--- src/rtl/req_grant_arbiter_pkg.sv ---
// Shared types and constants for the request/grant arbiter.
//   arb_state_e      : arbiter FSM state encoding
//   ARB_MAX_REQ      : largest supported number of requesters
//   ARB_DEFAULT_HOLD : default maximum hold time, in BUSY cycles
package arb_pkg;

    typedef enum logic [1:0] {
        ARB_IDLE,
        ARB_BUSY,
        ARB_GAP
    } arb_state_e;

    localparam int ARB_MAX_REQ      = 16;
    localparam int ARB_DEFAULT_HOLD = 8;

endpackage

--- src/rtl/req_grant_arbiter_rr_pick.sv ---
// Round-robin winner selection, purely combinational.
//   request   : per-requester request lines
//   last      : index of the previous owner (lowest priority)
//   winner    : one-hot winner, zero when nobody requests
//   winner_id : index of the winner
//   any       : at least one request is set
module rr_pick
    import arb_pkg::*;
#(
    parameter int  NUM_REQ = 4,
    localparam int IDW     = $clog2(NUM_REQ)
) (
    input  logic [NUM_REQ-1:0] request,
    input  logic [IDW-1:0]     last,
    output logic [NUM_REQ-1:0] winner,
    output logic [IDW-1:0]     winner_id,
    output logic               any
);

    int idx;

    // Scan from the farthest position back to last+1 so that the nearest
    // set bit after last is the one that survives.
    always_comb begin
        winner    = '0;
        winner_id = '0;
        idx       = 0;
        for (int i = NUM_REQ; i >= 1; i--) begin
            idx = (int'(last) + i) % NUM_REQ;
            if (request[IDW'(idx)]) begin
                winner              = '0;
                winner[IDW'(idx)]   = 1'b1;
                winner_id           = IDW'(idx);
            end
        end
    end

    assign any = |request;

endmodule

--- src/rtl/req_grant_arbiter.sv ---
// Round-robin request/grant arbiter with bounded hold time.
//   clk         : clock, all state on posedge
//   rst_n       : asynchronous active-low reset
//   request     : per-requester request level
//   grant       : one-hot-or-zero grant, owner masked by request
//   grant_valid : OR of grant
//   grant_id    : index of the current owner (valid with grant_valid)
// Optional: define ARB_ASSERT_EN to compile in protocol assertions.
//
// state    | meaning
// ---------+-------------------------------------------------------
// ARB_IDLE | no owner, waiting for any request
// ARB_BUSY | owner_q holds the grant while its request stays high
// ARB_GAP  | one grant-free cycle between owners, then re-arbitrate
module req_grant_arbiter
    import arb_pkg::*;
#(
    parameter int  NUM_REQ  = 4,
    parameter int  MAX_HOLD = ARB_DEFAULT_HOLD,
    localparam int IDW      = $clog2(NUM_REQ)
) (
    input  logic               clk,
    input  logic               rst_n,
    input  logic [NUM_REQ-1:0] request,
    output logic [NUM_REQ-1:0] grant,
    output logic               grant_valid,
    output logic [IDW-1:0]     grant_id
);

    // A zero MAX_HOLD would give a zero-width counter; keep one bit.
    localparam int HOLD_W = (MAX_HOLD > 0) ? $clog2(MAX_HOLD + 1) : 1;
    localparam logic [HOLD_W-1:0] HOLD_SAT = HOLD_W'((MAX_HOLD > 0) ? MAX_HOLD - 1 : 0);

    arb_state_e         state_q;
    logic [NUM_REQ-1:0] owner_q;
    logic [IDW-1:0]     last_q;
    logic [IDW-1:0]     id_q;
    logic [HOLD_W-1:0]  hold_q;

    logic [NUM_REQ-1:0] winner;
    logic [IDW-1:0]     winner_id;
    logic               any_req;
    logic               owner_req;
    logic               others_req;
    logic               preempt;

    rr_pick #(
        .NUM_REQ (NUM_REQ)
    ) u_pick (
        .request   (request),
        .last      (last_q),
        .winner    (winner),
        .winner_id (winner_id),
        .any       (any_req)
    );

    assign owner_req  = |(owner_q & request);
    assign others_req = |(request & ~owner_q);
    assign preempt    = (MAX_HOLD != 0) && (hold_q == HOLD_SAT) && others_req;

    always_ff @(posedge clk or negedge rst_n) begin
        if (!rst_n) begin
            state_q <= ARB_IDLE;
            owner_q <= '0;
            last_q  <= IDW'(NUM_REQ - 1);
            id_q    <= '0;
            hold_q  <= '0;
        end else begin
`ifdef ARB_ASSERT_EN
            a_onehot: assert ($onehot0(grant))
                else $error("a_onehot: grant not one-hot at %0t", $time);
            a_masked: assert ((grant & ~request) == '0)
                else $error("a_masked: grant without request at %0t", $time);
            a_id: assert (!grant_valid || grant[grant_id])
                else $error("a_id: grant_id does not match grant at %0t", $time);
            a_gap: assert (state_q != ARB_GAP || grant == '0)
                else $error("a_gap: grant during gap at %0t", $time);
            if (MAX_HOLD != 0) begin
                a_hold: assert (int'(hold_q) < MAX_HOLD)
                    else $error("a_hold: hold counter overflow at %0t", $time);
            end
`endif
            case (state_q)
                ARB_IDLE, ARB_GAP: begin
                    if (any_req) begin
                        state_q <= ARB_BUSY;
                        owner_q <= winner;
                        last_q  <= winner_id;
                        id_q    <= winner_id;
                        hold_q  <= '0;
                    end else begin
                        state_q <= ARB_IDLE;
                    end
                end
                ARB_BUSY: begin
                    if (!owner_req || preempt) begin
                        state_q <= ARB_GAP;
                        owner_q <= '0;
                    end else if (hold_q != HOLD_SAT) begin
                        hold_q <= hold_q + 1'b1;
                    end
                end
                default: begin
                    state_q <= ARB_IDLE;
                    owner_q <= '0;
                end
            endcase
        end
    end

    // The request mask is the only combinational path to the outputs; it
    // lets grant drop in the same cycle the owner releases or reset hits.
    assign grant       = owner_q & request;
    assign grant_valid = |grant;
    assign grant_id    = id_q;

endmodule

--- config.mk ---
export PLATFORM = sky130hd
export DESIGN_NAME = req_grant_arbiter
export DESIGN_NICKNAME = d
export VERILOG_FILES = /design/src/rtl/req_grant_arbiter_pkg.sv /design/src/rtl/req_grant_arbiter_rr_pick.sv /design/src/rtl/req_grant_arbiter.sv
export SDC_FILE = /design/constraint.sdc
export NUM_CORES = 1
export LEC_CHECK = 0
export ABC_AREA = 1
export ABC_CLOCK_PERIOD_IN_PS = 2400
export CAP_MARGIN = 10
export CORE_MARGIN = 2
export CORE_UTILIZATION = 56
export CTS_CLUSTER_SIZE = 10
export DETAILED_ROUTE_END_ITERATION = 12
export PLACE_DENSITY = 0.85
export RECOVER_POWER = 100
export SYNTH_ARGS = -nofsm -noshare
export SYNTH_HDL_FRONTEND = slang
export SYNTH_SLANG_ARGS = --single-unit
--- constraint.sdc ---
create_clock -name clk -period 2.4 [get_ports clk]
set_clock_uncertainty 0.15 [all_clocks]
set_input_delay 0.36 -clock clk [delete_from_list [all_inputs] [get_ports clk]]
set_output_delay 0.36 -clock clk [all_outputs]
set_load 0.02 [all_outputs]
# Yosys cells after proc, flatten, opt, wreduce, memory -nomap -nowiden
# Index checks and enable logic that the tools add are counted.
[totals] ff_bits=14 latch_bits=0 ram_bits=0 rom_bits=0 inputBits=6 out_inout_bits=7 word_cells=83 memories=0
[classes] addsub=5 n_mul=0 div_mod_pow=0 n_lt_le_gt_ge=8 n_eq_ne=8 shift=0 mux=38 bitwise_logic=3 n_reduce_logical=16
[ops] operator="4-bit two-way mux" count=9
[ops] operator="2-bit by 4-bit < comparator with 1-bit output (second input constant)" count=4
[ops] operator="4-bit one-hot mux with 2 select lines" count=2
[ops] operator="1-bit two-way mux" count=13
[ops] operator="4-bit OR reduction" count=3
[ops] operator="2-bit two-way mux" count=5
[ops] operator="4-bit AND" count=2
[ops] operator="1-bit binary-select mux with 2-bit select" count=4
[ops] operator="1-bit demux with 2-bit select" count=4
[ops] operator="2-bit by 1-bit greater-or-equal comparator with 1-bit output (second input constant)" count=4
[ops] operator="2-bit != test (second input constant)" count=4
[ops] operator="1-bit logical AND" count=5
[ops] operator="2-bit by 1-bit adder with 2-bit output (second input constant)" count=2
[ops] operator="2-bit adder (second input constant)" count=2
[ops] operator="4-bit by 1-bit adder with 4-bit output (second input constant)" count=1
[ops] operator="4-bit by 3-bit == test with 1-bit output (second input constant)" count=1
[ops] operator="4-bit by 3-bit != test with 1-bit output (second input constant)" count=1
[ops] operator="4-bit inverter" count=1
[ops] operator="2-bit one-hot mux with 2 select lines" count=1
[ops] operator="2-bit AND reduction" count=2
[ops] operator="4-bit AND reduction" count=1
[ops] operator="2-bit by 1-bit == test with 1-bit output (second input constant)" count=1
[ops] operator="2-bit == test (second input constant)" count=1
[ops] operator="2-bit logical NOT" count=1
[ops] operator="other kinds (4)" count=4

# Logic depth before layout (Yosys ltp)
[logic_depth] depth_word=11 depth_mapped=12 depth_no_buf=11

# Hierarchy
# Synthesis repeated with hierarchy kept, for this count alone.
[hier_totals] cells_unflattened=184 hier_area_um2=1226.2
[by_module_without_submodules] module="req_grant_arbiter" n_inst=1 cells_each=95 area_each_um2=737.0 seq_area_each_um2=352.8
[by_module_without_submodules] module="rr_pick" n_inst=1 cells_each=89 area_each_um2=489.2 seq_area_each_um2=0.0

# Worst setup path before layout
# Ideal clock, no wire load.
[synth_timing] path_kind="flip-flop to flip-flop" start="reg last_q[1]" end="reg owner_q[1]" setup_ns=0.116 arrival_ns=1.710 required_ns=2.134 slack_ns=0.423 stages_incl_launch_ff=12 n_path_buf=1 synth_period_minus_slack_ns=1.977 cell_sequence="dfstp_2 buf_2 inv_2 ha_1 inv_2 nand3_1 nand2_2 nand2_1 inv_1 nand3_1 nand2_1 nand2_1"
[synth_between] elab_chain_len=11 word_cells_on_any_way=42 cone_classes="4 x add/sub; 8 x order compare; 26 x mux; 4 x reduce/logical"
[synth_rtl] element="start: declaration" line_no="req_grant_arbiter.sv:36" source="logic [IDW-1:0] last_q;"
[synth_rtl] element="start signal: assignment" line_no="req_grant_arbiter.sv:65" source="last_q <= IDW'(NUM_REQ - 1);"
[synth_rtl] element="start signal: assignment" line_no="req_grant_arbiter.sv:88" source="last_q <= winner_id;"
[synth_rtl] element="2-bit by 1-bit adder with 2-bit output" line_no="req_grant_arbiter_rr_pick.sv:29" source="idx = (int'(last) + i) % NUM_REQ;"
[synth_rtl] element="2-bit by 4-bit < comparator with 1-bit output (not written as such) / 2-bit by 1-bit greater-or-equal comparator with 1-bit output (equally long branches)" line_no="req_grant_arbiter_rr_pick.sv:32" source="winner[IDW'(idx)] = 1'b1;"
[synth_rtl] element="1-bit logical AND (not written as such)" line_no="req_grant_arbiter_rr_pick.sv:32"
[synth_rtl] element="1-bit two-way mux (not written as such)" line_no="req_grant_arbiter_rr_pick.sv:32"
[synth_rtl] element="1-bit demux with 2-bit select"
[synth_rtl] element="4-bit two-way mux (3 in series)" line_no="req_grant_arbiter_rr_pick.sv:30" source="if (request[IDW'(idx)]) begin"
[synth_rtl] element="4-bit two-way mux (*)" line_no="req_grant_arbiter_rr_pick.sv:30"
[synth_rtl] element="4-bit two-way mux (*)" line_no="req_grant_arbiter.sv:85" source="if (any_req) begin"
[synth_rtl] element="4-bit one-hot mux with 2 select lines (*)" line_no="req_grant_arbiter.sv:83" source="case (state_q)"
[synth_rtl] element="end signal: assignment" line_no="req_grant_arbiter.sv:87" source="owner_q <= winner;"
[synth_rtl] element="end: declaration" line_no="req_grant_arbiter.sv:35" source="logic [NUM_REQ-1:0] owner_q;"
# Mark *: on every way between the ends. The rest lies on a longest branch, timed or not. The select of a mux whose other input is x is not followed.
# A chain may end at the register's enable or synchronous reset.

# Worst setup path after layout
[layout_timing] start="in request[3]" end="out grant_valid"
[layout_between] elab_chain_len=2
[layout_rtl] element="start: declaration" line_no="req_grant_arbiter.sv:24" source="input logic [NUM_REQ-1:0] request,"
[layout_rtl] element="4-bit AND" line_no="req_grant_arbiter.sv:113" source="assign grant = owner_q & request;"
[layout_rtl] element="4-bit OR reduction" line_no="req_grant_arbiter.sv:114" source="assign grant_valid = |grant;"
[layout_rtl] element="end: declaration" line_no="req_grant_arbiter.sv:26" source="output logic grant_valid,"
# No other way between the ends.

==> flow_summary.ini <==
[run_status]
status = complete, no violations

[cells_and_area]
regArea_um2 = 352.8
drive_above_1_share_pct = 13.04
num-nets-final = 245
antenna_cells = 0
area_growth_syn_to_layout_pct = 16.10
final_common_cell = nand2_1
fin_cells = 258
fillers = 212
layout_common_cells = 86 x nand2_1, 30 x nand3_1, 23 x inv_1
multiInputGateArea_um2 = 794.5

[synth]
syn_nets = 224
yosysWarnings = 0
synthSimpleGateAreaFrac_pct = 47.72
syn_area_per_cell_um2 = 6.143
syn-cell-area_um2 = 1290
yosysSeqAreaShare_pct = 27.35
synth-compound-area-share_pct = 5.626
synth-main-ff-cell = dfrtp_1
netlist_instances = 210
async_reset_ff_share_pct = 100.0
synth-adder-area-share_pct = 7.759
synth.area.mux_share_pct = 0
synth_xor_area_share_pct = 0.6790
synth_top_family_by_area = simple AND/OR/NAND/NOR gates
synth-edff-count = 0
yosysUniqueCellTypes = 24
synth_seq_cells = 14

[floorplan]
dieArea_um2 = 2703
ios = 13
die_x_um = 52.00
die_h_um = 52.00
core_area_um2 = 2191
rows = 17
start_util_pct = 58.88

[global_route]
antenna_found_initial = 0
grt_pass1_wl_um = 4830
grt_pass1_vias = 1141
grt_max_degree = 15
grt_usage_pct = 24.25
gr-total-overflow = 0

[sta]
worstMarginPinSlew_ns = 0.5696
period_needed_ns = 2.299
slew_viol_final = 0
setup_viol = 0
rsz0062_at_grt = false
tns_ns = 0
finalHoldViolCount = 0
slew_headroom_pct = 61.90
max_freq_ghz = 0.4349
post-route-period-util_pct = 95.80

[hold_path]
hp-class = flip-flop to flip-flop
hold_start = grant_id[0]

[route]
drtIter0Drc = 44
drc = 0
drtPass1Iterations = 4
avgRoutedWirePerCell_um = 11.19
num_vias = 1327
ant_nets = 0
vias_per_cell = 5.143
routed_wl_um = 2886

[critical_path]
cp_max_fo = 3
critPathKind = input port to primary output
worst_ep_required_time_ns = 1.89
cp-end-kind = primary output
reg2reg_from = last_q[0]
startpoint = request[3]
startpoint_type = input port
worstPathArrival_ns = 1.79

[placed_design]
io_buffers = 12
dp_hpwl_um = 2288
post-place-cells = 254
gp_congestion = 0.8914

[clock_tree]
cts.path.max_buffers = 2
holdBufCountCts = 0
tritoncts.num_buffers = 3
cts_max_level = 1
clock_latency_ns = 0.28
clkTransAtPathRegs_ns = 0.07
cts_tree = built
cts_root_buf = clkbuf_4
post_cts_resize_count = 0
cts.sinks = 14
post-cts-setup-buffers = 0

[power_and_ir_drop]
p_leak_nw = 0.8884
powerDensity_nw_per_um2 = 1399
ir_worst_vdd_mv = 0.8766
total_power_mw = 2.095

[job]
cap_violations = 0
report_power, final:
group          leakage [nW]  internal [mW]  switching (mW)
clock                0.0150         0.0646          0.0675
combinational         0.697          0.531            1.03
sequential            0.177          0.344          0.0629
path summary, 6_finish.rpt:
| path | endpoint | slack [ns] | depth (start not counted) |
|---|---|---|---|
| setup reg to reg | owner_q[3] | 0.22 | 10 |
| min in group asynchronous | state_q[1] | 0.36 | 1 |
| hold reg to reg | grant_id[0] | 0.33 | 2 |
| setup / recovery | grant_valid | 0.10 | 4 |
| max in group asynchronous | last_q[1] | 1.36 | 1 |
| hold / removal | grant_id[0] | 0.33 | 2 |
cell type report:
class                           count  share of cell area, %
Inverter                           33                  8.271
Sequential cell                    14                  23.56
Timing Repair Buffer               18                  11.03
Tap cell                           28                  2.339
Clock buffer                        4                  1.754
Multi-Input combinational cell    161                  53.05
registers in the layout, indices dropped and copies added (netlist names):
register and cells:
last_q 2, hold_q 4, state_q 2, grant_id 2
owner_q 4
per-layer routing:
metal	GRT usage [%]	part of all wire, %	vias up
li1	-	-	699
met1	30.60	47	582
met2	42.19	47	41
met3	5.172	5.8	5
met4	5.263	0.76	0
met5	0	0	-
metrics by stage:
step	cell area [µm²]	setup slack [ns]	hold WS, ns	util, %
after floorplan	1290	0.4235	-0.08559	-
after global placement	1474	0.1936	0.3211	67.28
after detailed placement	1474	0.1808	0.3185	67.28
after CTS	1500	0.1691	0.3094	68.48
after global routing	1498	0.06597	0.3934	68.36
final	1498	0.1008	0.3319	68.36
cells by family (layout without fill, tap and decap cells):
kind of cell / count (synthesis) / in the layout
fa+ha+maj: 8 / 8
xor+xnor: 1 / 1
flops: 14 / 14
simple gates: 139 / 139
buf+inv: 35 / 55
compound gates: 13 / 13
critical path, cell delays in order:
cell	delay (ns)
clkdlybuf4s50_1	0.49
nand2_1	0.08
nand4_1	0.16
dlygate4sd3_1	0.70
synth_stat cells (2+ instances only):
cell type | count | area, µm²
inv_1 | 21 | 78.83
nand3_1 | 30 | 150.1
nand2_1 | 85 | 319.1
nand2_2 | 5 | 31.28
o21ai_1 | 5 | 25.02
ha_1 | 8 | 100.1
dfstp_2 | 2 | 52.55
o21ai_0 | 2 | 10.01
nor2_1 | 9 | 33.78
dfrtp_1 | 12 | 300.3
nor3_1 | 3 | 15.01
inv_2 | 11 | 41.29
a21oi_1 | 3 | 15.01
nand3_2 | 2 | 20.02
nand2_4 | 2 | 22.52
a21boi_0 | 2 | 15.01
(Power assumes the default switching activity.)
